`src/rtl/wb_pkg.sv`:
```
// Shared types and constants for the register-file write-port arbiter.
package wb_pkg;

  localparam int REG_AW = 5;
  localparam logic [REG_AW-1:0] ZERO_REG = '0;

  // EMPTY: buffer free; HELD: result waiting; FORCE: result waiting, stall requested
  typedef enum logic [1:0] {
    EMPTY = 2'd0,
    HELD  = 2'd1,
    FORCE = 2'd2
  } wb_state_e;

endpackage

```
`src/rtl/wb_hold_buf.sv`:
```
// One-entry holding register for a multi-cycle result plus the saturating
// counter of cycles it has been blocked from the write port.
module wb_hold_buf #(
  parameter int WIDTH    = 32,
  parameter int RD_W     = 5,
  parameter int MAX_WAIT = 4,
  localparam int CW      = 4
) (
  input  logic             clk,
  input  logic             rst,
  input  logic             load,
  input  logic             clear,
  input  logic             bump,
  input  logic [RD_W-1:0]  in_rd,
  input  logic [WIDTH-1:0] in_data,
  output logic [RD_W-1:0]  rd,
  output logic [WIDTH-1:0] data,
  output logic [CW-1:0]    count
);

  localparam logic [CW-1:0] SAT = CW'(MAX_WAIT);

  // Destination register and wait counter; load restarts the count.
  // NOTE: sequential state uses non-blocking assignments so every register
  // samples the pre-edge values regardless of statement order.
  always_ff @(posedge clk or posedge rst) begin
    if (rst) begin
      rd    <= '0;
      count <= '0;
    end else if (load) begin
      rd    <= in_rd;
      count <= '0;
    end else if (clear) begin
      count <= '0;
    end else if (bump && count != SAT) begin
      count <= count + 1'b1;
    end
  end

  // Data payload; only observed while the owning FSM marks the entry valid.
  // NOTE: the data word is deliberately left out of reset -- validity lives in
  // the FSM, so resetting this wide register would only add reset fan-out.
  always_ff @(posedge clk) begin
    if (load) begin
      data <= in_data;
    end
  end

endmodule

```
`src/rtl/wb_port_arbiter.sv`:
```
// Shares the register-file write port between the W stage (always first) and
// a buffered multi-cycle result; requests a pipeline stall when the buffered
// result has been starved for MAX_WAIT cycles.
module wb_port_arbiter
  import wb_pkg::*;
#(
  parameter int WIDTH    = 32,
  parameter int REG_AW   = wb_pkg::REG_AW,
  parameter int MAX_WAIT = 4
) (
  input  logic              clk,
  input  logic              rst,
  input  logic              RegWriteW,
  input  logic [REG_AW-1:0] RdW,
  input  logic [WIDTH-1:0]  ResultW,
  input  logic              McValid,
  input  logic [REG_AW-1:0] McRd,
  input  logic [WIDTH-1:0]  McData,
  output logic              McReady,
  output logic              RegWriteRF,
  output logic [REG_AW-1:0] RdRF,
  output logic [WIDTH-1:0]  WDataRF,
  output logic              StallReq,
  output logic              PendValid,
  output logic [REG_AW-1:0] PendRd,
  output logic              SquashW
);

  localparam logic [REG_AW-1:0] NO_REG = REG_AW'(ZERO_REG);

  wb_state_e         state, state_nxt;
  logic              pw, buf_valid, squash, drain, blocked, accept, load;
  logic              limit_hit;
  logic [REG_AW-1:0] buf_rd;
  logic [WIDTH-1:0]  buf_data;
  logic [3:0]        buf_count;

  // A write to the zero register never occupies the port.
  assign pw        = RegWriteW && (RdW != NO_REG);
  assign buf_valid = (state != EMPTY);
  assign squash    = buf_valid && pw && (RdW == buf_rd);
  assign drain     = buf_valid && !pw;
  assign blocked   = buf_valid && pw && !squash;
  assign accept    = McValid && (state == EMPTY);
  assign load      = accept && (McRd != NO_REG);
  assign limit_hit = ({1'b0, buf_count} + 5'd1) >= 5'(MAX_WAIT);

  wb_hold_buf #(
    .WIDTH   (WIDTH),
    .RD_W    (REG_AW),
    .MAX_WAIT(MAX_WAIT)
  ) u_hold (
    .clk    (clk),
    .rst    (rst),
    .load   (load),
    .clear  (squash || drain),
    .bump   (blocked),
    .in_rd  (McRd),
    .in_data(McData),
    .rd     (buf_rd),
    .data   (buf_data),
    .count  (buf_count)
  );

  // Next-state selection; the younger pipeline write wins a WAW conflict.
  // NOTE: every branch of this block assigns state_nxt via the default first,
  // so no latch can be inferred.
  always_comb begin
    state_nxt = state;
    unique case (state)
      EMPTY:   if (load) state_nxt = HELD;
      HELD: begin
        if (drain || squash)        state_nxt = EMPTY;
        else if (blocked && limit_hit) state_nxt = FORCE;
      end
      FORCE:   if (drain || squash) state_nxt = EMPTY;
      default: state_nxt = EMPTY;
    endcase
  end

  // State register with registered Moore outputs.
  always_ff @(posedge clk or posedge rst) begin
    if (rst) begin
      state     <= EMPTY;
      McReady   <= 1'b1;
      StallReq  <= 1'b0;
      PendValid <= 1'b0;
    end else begin
      state     <= state_nxt;
      McReady   <= (state_nxt == EMPTY);
      StallReq  <= (state_nxt == FORCE);
      PendValid <= (state_nxt != EMPTY);
    end
  end

  // Write-port mux: pipeline, then buffered result, else idle.
  always_comb begin
    RegWriteRF = 1'b0;
    RdRF       = RdW;
    WDataRF    = ResultW;
    if (pw) begin
      RegWriteRF = 1'b1;
    end else if (buf_valid) begin
      RegWriteRF = 1'b1;
      RdRF       = buf_rd;
      WDataRF    = buf_data;
    end
  end

  assign PendRd  = buf_valid ? buf_rd : NO_REG;
  assign SquashW = squash;

endmodule

```
`config.mk`:
```
export PLATFORM = sky130hd
export DESIGN_NAME = wb_port_arbiter
export DESIGN_NICKNAME = d
export VERILOG_FILES = /design/src/rtl/wb_pkg.sv /design/src/rtl/wb_hold_buf.sv /design/src/rtl/wb_port_arbiter.sv
export SDC_FILE = /design/constraint.sdc
export NUM_CORES = 1
export LEC_CHECK = 0
export BUFFER_PORTS_ARGS = -buffer_cell sky130_fd_sc_hd__buf_2
export CORE_MARGIN = 2
export CORE_UTILIZATION = 41
export CTS_CLUSTER_DIAMETER = 40
export DETAILED_ROUTE_END_ITERATION = 16
export PLACE_DENSITY = 0.85
export SLEW_MARGIN = 20
export SYNTH_ARGS = -nofsm -noshare
export SYNTH_HDL_FRONTEND = slang
export SYNTH_SLANG_ARGS = --single-unit
```
`constraint.sdc`:
```
create_clock -name clk -period 3.8 [get_ports clk]
set_input_delay 0.38 -clock clk [delete_from_list [all_inputs] [get_ports clk]]
set_output_delay 0.38 -clock clk [all_outputs]
set_load 0.01 [all_outputs]
```
==> results of run 1 <==
[worst max path at each step]
stage,depth (start not counted),start,slack (ps),to
final,4,state[1]$_DFF_PP0_,1060,WDataRF[0]
after global placement,7,RdW[1],1170,RdRF[0]
after detailed placement,7,RdW[1],1140,WDataRF[20]
after global routing,4,state[1]$_DFF_PP0_,950,WDataRF[0]
after CTS,4,state[1]$_DFF_PP0_,1050,WDataRF[0]
after floorplan,4,state[1]$_DFF_PP0_,1570,u_hold.data[0]$_DFFE_PP_
[layer usage]
metal	track usage	routed length (um)	part of all wire
met1	0.200	2090	0.39
met2	0.302	2710	0.50
met3	0.0464	531	0.098
met4	0.0328	52	0.0096
met5	0	0	0
[logic make-up (layout without fill, tap and decap cells)]
family | Yosys count | after routing | synth area share
and+or+nand+nor | 23 | 23 | 0.0552
adders and majority gates | 3 | 3 | 0.0161
muxes | 41 | 41 | 0.246
buffers and inverters | 12 | 142 | 0.0300
DFF | 46 | 46 | 0.562
xor gates and xnor gates | 6 | 6 | 0.0225
AOI/OAI and AO/OA | 21 | 21 | 0.0686
[layout make-up]
class / instances / area share
sequential: 46 / 0.422
inverter: 7 / 0.00844
tap: 72 / 0.0290
clock buffer: 5 / 0.0221
multi-input combinational: 94 / 0.306
clock inverter: 2 / 0.00322
timing repair buffer: 128 / 0.209
[flip-flops by register name (all words and copies together), names as in the netlist]
| name | count |
|---|---|
| McReady | 1 |
| PendValid | 1 |
| u_hold.count | 4 |
| u_hold.rd | 5 |
| state | 2 |
| StallReq | 1 |
| u_hold.data | 32 |
[power by group]
part           internal, W  switching (W)
logic             0.000237       0.000218
clock network     0.000123       0.000149
registers         0.000618      0.0000521
total             0.000979       0.000419
[cell usage in the layout (no fill, tap or decap), types with 2 or more instances in the layout]
master      n
mux2_2     11
buf_4       4
o21ai_4     2
o21a_1      2
buf_2     124
ha_1        3
a211o_1     2
mux2_4     30
a21oi_1     5
nor2b_1     5
edfxtp_1   32
nand2_1     5
clkinv_2    2
nor2_1      4
o21ai_0     4
clkbuf_8    5
or3_1       2
inv_1       7
dfrtp_1    13
xor2_1      5
[per-stage QoR]
| step | cells | power (W) | utilization | cell area (um2) | hold WS [ps] |
|---|---|---|---|---|---|
| 4_1_cts | 354 | 0.00141 | 0.565 | 3110 | 143 |
| 3_5_place_dp | 347 | 0.00114 | 0.551 | 3030 | 461 |
| 5_1_grt | 354 | 0.00148 | 0.565 | 3110 | 173 |
| 6_report | 354 | 0.00140 | 0.565 | 3110 | 126 |
| 3_3_place_gp | 347 | 0.00112 | 0.551 | 3030 | 444 |
| 2_1_floorplan | 152 | 0.000971 | - | 2340 | 269 |
[worst reg2reg max path, cell delays in order, from the launching register on]
cell      delay, ps
dfrtp_1         480
nor2_1          140
buf_4           180
o211ai_2        100
buf_4           180
inv_1           410
buf_4           350
==> results.md, run 1 <==
Die:
- The initial utilization of the core area, before any placement, comes to 0.424.
- The die outline width is 79.5 um.
- The area enclosed by the die boundary is 0.00632 mm2.
- The die extent in y is between 70 and 80 um.
- The number of core rows is 27.
- around 130 I/O pins were placed.
- The floorplan step defined a core boundary enclosing around 0.0055 mm2.

Drt:
- After detailed routing, the average wire length per cell comes to 15.2 um.
- The pre-antenna-repair detailed-routing pass consisted of 4 iterations.
- The remaining antenna violation count after routing is 0.
- The DRC violation count after routing is 0.
- The overall via count from detail_route is 1705.
- The overall routed net length is 5.39 mm.
- Using the TritonRoute via totals, the vias-per-cell ratio works out to just under 5.
- The first routing iteration left between 60 and 70 violations.

Power:
- The worst IR drop on VDD is 216 uV.
- The power density relative to cell area is 449 mW/mm2.
- The leakage power of the design is roughly 1.5 nW.

Clock tree:
- TritonCTS built the clock tree.
- The clock passes through at most 2 buffers.
- At the later pin of the worst-skew pair, clock insertion delay measures slightly below 300 ps.
- In this run the clock root is driven by a clkbuf_8.
- The H-tree was split into 2 levels.
- In this run, CTS created clock tree buffers numbering 5.
- The post-CTS repair timing setup buffer count is 0.
- The post-cts sizing count is 0.
- In this run, post-CTS hold repair placed 0 buffers.
- Counting every sink on the clock net gives 46.
- The clock transition time at the flip-flop clock pins of the worst setup and hold paths is about 80 ps.

Placed design:
- The HPWL after detailed placement is ~4.4 mm.
- OpenSTA, run right after detailed placement, puts the worst setup slack at approximately 1100 ps.
- The final RePlAce weighted congestion is about 0.74.
- The number of input and output port buffers inserted is 124.

STA:
- The number of endpoints failing setup at the final stage is 0.
- The final critical path time including I/O delays and setup is between 2000 and 3000 ps.
- Setup repair after global routing left no endpoint under its margin.
- The setup TNS is 0 ps.
- The number of hold violations in the final report was 0.
- For this run, the top clock speed supported by timing is between 0.3 and 0.4 GHz.
- The post-route fraction of the period consumed by the critical path is 0.721.
- The clock tree skew after final layout is around 5.5 ps.
- The slew at the pin closest to its max-slew limit is 630 ps.
- After layout, the worst setup slack is between 1000 and 1500 ps.
- The total count of max-transition violations in the final report came to 0.
- The worst max-slew margin expressed relative to the limit is 0.579.

Critical path:
- The endpoint class of the critical path is an output port.
- On the worst path, the slowest cell contributes a delay of 560 ps.
- The endpoint of the worst register-to-register path is u_hold.data[27]$_DFFE_PP_.
- The data arrival time of the worst path is ~2400 ps.
- Data on the critical path is required at its endpoint by 3420 ps.
- The number of cell instances on the worst register-to-register path is 6.
- Walking the worst path, the cells encountered are o21ai_4 -> buf_4 -> mux2_2 -> buf_2.
- The cell with the biggest individual delay on the critical path is o21ai_4.
- The startpoint identified for the worst register-to-register timing path is state[1]$_DFF_PP0_.
- The buffering stage count on the worst path with inverters included is 2.
- On the critical path the largest part of the delay comes from buffers and inverters.
- The critical path class is flip-flop to output port.
- In this run the worst path has a maximum fanout of 23.
- The kind of start point of the critical path is a flip-flop.
- The setup check on the worst reg-to-reg path leaves a slack of approximately 1700 ps.

Synth:
- The number of enable flip-flop cells after synthesis is 32.
- The mean instance size in the synthesized netlist is 15.4 um2.
- The share of the synthesized area in the top cell type is 0.411.
- The most used flip-flop cell after synthesis is edfxtp_1.
- After synthesis, the most frequently instantiated cells are 32 x edfxtp_1, 30 x mux2_4, 13 x dfrtp_1, 11 x mux2_2, 7 x inv_1.
- For this run, the register share of the synthesized area comes to 0.562.
- When the netlist entered floorplanning its net count stood at approximately 230.
- After synthesis the netlist holds a flip-flop and latch count of 46.
- The Yosys step of the flow raised 0 warnings.
- The async set or reset register ratio after synthesis is 0.304.
- Yosys mapped the design onto 34 distinct sky130hd cell types.
- edfxtp_1 takes more of the synthesized area than any other cell.
- The most used standard cell by instance count after synthesis is edfxtp_1.
- Summing every instance area after synthesis gives between 0.002 and 0.0025 mm2.
- By area the synthesized netlist is led by edfxtp_1 41%, mux2_4 19%, dfrtp_1 14%.
- The synthesized instance count is around 150.

Flow run:
- The number of max-capacitance violations reported is 0.

Finish:
- The sequential cells in the finished layout cover a total of 0.00131 mm2.
- The layout has ~460 filler cells.
- From synthesis to final layout, the design area changed by 33.2%.
- The final layout net count is about 360.
- The proportion of layout cells with a drive suffix above 1 is 0.642.
- In the final layout, the multi-input gates occupy about 950 um2.
- The number of antenna diodes in the final layout is 0.

GRT:
- The wire length of the first global-routing pass is a little over 8 mm.
- The number of global-route vias before repair is between 1500 and 2000.
- For this run, the total global-route usage over all layers was measured as 0.168.
- For this run the aggregate overflow at the end of global routing stands at 0.
- The initial antenna violation count came to 0.
- Entering global routing, the biggest net connects 24 pins.

Outcome:
- The run finished with clean final reports.

Worst hold path:
- The path class of the tightest hold or removal check is input pin to asynchronous set/reset pin.
No activity file was read; power rests on OpenSTA's default activity.
==> run 2, diff against run 1 <==
==> constraint.sdc (replaced) <==
create_clock -name clk -period 2.6 [get_ports clk]
set_input_delay 0.26 -clock clk [delete_from_list [all_inputs] [get_ports clk]]
set_output_delay 0.26 -clock clk [all_outputs]
set_load 0.01 [all_outputs]
==> run 2 against run 1 <==
Effect of this change:
- sequential cell count stayed put
- worst hold slack got worse by 120 ps
- worst setup slack lost 640 ps
- sequential share of layout area decreased by 0.068 points
- die area stayed put
==> results.md, run 2 (same netlist as run 1, synthesis figures left out) <==
Power:
- The power density relative to cell area is 657 mW/mm2.
- The analysis attributes to cell leakage a power of around 1.5 nW.
- VDD sags by at most around 300 uV.

Critical path:
- For the worst setup path, the data required time is around 2300 ps.
- The critical path class is input pin to output port.
- The number of cells on the worst reg-to-reg path is 5.
- The termination of the worst setup path is WDataRF[13].
- STA puts the critical path data arrival time at 1920 ps.
- The reg-to-reg setup timing slack is around 720 ps.
- The worst setup path is captured at an output port.
- The source of the worst register-to-register timing path is state[1]$_DFF_PP0_.
- The critical path starts at RdW[1].
- The kind of start point of the critical path is an input pin.
- The worst register-to-register path ends at u_hold.data[6]$_DFFE_PP_.
- The maximum fanout encountered on the critical timing path is 37.

Finish:
- The final layout net count is 362.
- Fill cells in the final layout number approximately 450.
- The register bank with the most flops is u_hold.data.
- The register with the most flip-flops in the layout has 32 of them.
- The library cell used most frequently in the layout, excluding fill and tap cells, is buf_2.
- Leaving out fill and tap cells, the most frequent cells in the layout are 124 x buf_2, 32 x edfxtp_1, 30 x mux2_4, 13 x dfrtp_1, 11 x mux2_2.
- Relative to the synthesized area, the layout overhead comes to 33.4%.
- The largest registers in the layout are u_hold.data x32, u_hold.rd x5, u_hold.count x4.
- The proportion of layout cells with a drive suffix above 1 is 0.641.
- The number of antenna cells inserted is 0.
- The final core utilization is 0.566.

STA:
- Setup repair after global routing left no endpoint under its margin.
- The setup TNS is 0 ps.
- The worst max-slew margin expressed relative to the limit is 0.629.
- The slew at the pin closest to its max-slew limit is between 500 and 600 ps.
- The number of hold violations in the final report came to 0.
- Between clock sinks in the finished design, the worst skew comes to around 7.6 ps.
- Setup violations remaining at the end of the flow were counted as 0.
- Dividing the final minimum period by the clock period gives 0.838.
- The routed design could run at a clock period as short as approximately 2200 ps.
- The maximum frequency from static timing analysis is approximately 0.46 GHz.
- The total count of max-transition violations in the final report is 0.

Die:
- The floorplan step defined a core boundary enclosing 0.00551 mm2.
- The number of I/O pins is roughly 130.
- The initial utilization of the core area, before any placement, comes to 0.424.
- The die extent in y is between 70 and 80 um.
- The floorplan has 27 rows.
- The die outline width is between 70 and 80 um.
- The area enclosed by the die boundary is 0.00632 mm2.

Clock tree:
- Clock latency on the worst-skew pair, taken at its later pin, is between 200 and 300 ps.
- Once the clock tree was built, the resizer swapped 0 gates to a different size.
- The post-CTS repair timing setup buffer count is 0.
- The hold-fix buffer count after cts is 0.
- TritonCTS built the clock tree.
- The clock transition time at the flip-flop clock pins of the worst setup and hold paths is 80 ps.
- The TritonCTS buffer count is 5.
- The total clock sinks is between 40 and 50.
- Clock tree synthesis selected as its root buffer the cell clkbuf_8.
- The H-tree depth reported by CTS is 2.
- The clock passes through at most 2 buffers.

Flow run:
- Across the run, the number of max-cap violations was 0.

Drt:
- The first detailed-routing pass took 4 iterations.
- The number of DRC markers in iteration 0 is 71.
- The remaining antenna violation count after routing is 0.
- The DRC violation count after routing is 0.
- In the routed layout, each cell is associated on average with a via count of between 4 and 5.
- The average wire length per cell after detail routing is about 16 um.
- The routed design has roughly 5.6 mm of wire.
- The overall via count from detail_route is around 1700.

Placed design:
- The final RePlAce weighted congestion is roughly 0.77.
- Summed over all nets, the half-perimeter wirelength after detailed placement is 4.45 mm.
- The number of input and output port buffers inserted is 124.

Worst hold path:
- The path class of the tightest hold or removal check is input pin to asynchronous set/reset pin.

GRT:
- The number of global-route vias before repair is 1609.
- The initial antenna violation count came to 0.
- Summed over all layers, the global routing overflow is 0.
- Entering global routing, the biggest net connects 38 pins.
- The wire length of the first global-routing pass is slightly above 8 mm.
- In the global route stage, overall resource usage came out at 0.170.

Outcome:
- The flow ran to the end, and the final reports show no timing, DRC or antenna violations.
-- run 2: cell count changes in the layout (fill, tap and decap cells not counted) --
cell and change:
buf_4 -2, buf_12 +1
-- run 2: worst min-delay path by stage --
| stage | cells after the start | end | slack, ps | startpoint |
|---|---|---|---|---|
| 3_5_place_dp | 2 | u_hold.rd[0]$_DFFE_PP0P_ | 340 | rst |
| 3_3_place_gp | 2 | u_hold.rd[0]$_DFFE_PP0P_ | 320 | rst |
| 6_report | 2 | u_hold.rd[3]$_DFFE_PP0P_ | 3 | rst |
| 2_1_floorplan | 1 | PendValid$_DFF_PP0_ | 150 | rst |
| 4_1_cts | 2 | u_hold.rd[1]$_DFFE_PP0P_ | 20 | rst |
| 5_1_grt | 2 | u_hold.rd[1]$_DFFE_PP0P_ | 60 | rst |
-- run 2: stage by stage --
| stage | cells | instance area (um2) | hold WS, ps | setup WS (ps) | total power (W) |
|---|---|---|---|---|---|
| 2_1_floorplan | 152 | 2340 | 149 | 372 | 0.00142 |
| 3_3_place_gp | 346 | 3040 | 319 | 462 | 0.00165 |
| 3_5_place_dp | 346 | 3040 | 344 | 437 | 0.00167 |
| 4_1_cts | 353 | 3120 | 20.7 | 431 | 0.00207 |
| 5_1_grt | 353 | 3120 | 57.3 | 390 | 0.00217 |
| 6_report | 353 | 3120 | 3.05 | 420 | 0.00205 |
-- run 2: routing by layer --
layer	vias up	track usage	routed length (um)
li1	815	-	-
met1	796	0.182	2000
met2	93	0.319	2900
met3	7	0.0520	585
met4	0	0.0431	65
met5	-	0	0
-- run 2: where the power goes --
group          total [W]  leakage (nW)  switching [W]  internal (W)
Combinational   0.000667         0.996       0.000319      0.000349
Clock           0.000401        0.0438       0.000221      0.000181
Sequential      0.000979         0.478      0.0000755      0.000904
-- run 2: layout make-up --
cell class              count  area, um2  share of cell area
multi-input cells          94        953               0.306
repair buffers            127        656               0.210
clock buffers               5       68.8              0.0221
well taps                  72       90.1              0.0289
clock inverters             2       10.0             0.00321
flip-flops and latches     46       1310               0.421
inverters                   7       26.3             0.00843
-- run 2: critical path: stages --
cell	delay [ps]
buf_2	120
or4_4	550
o21ai_4	210
o21ai_4	90
buf_12	200
mux2_4	320
buf_2	140
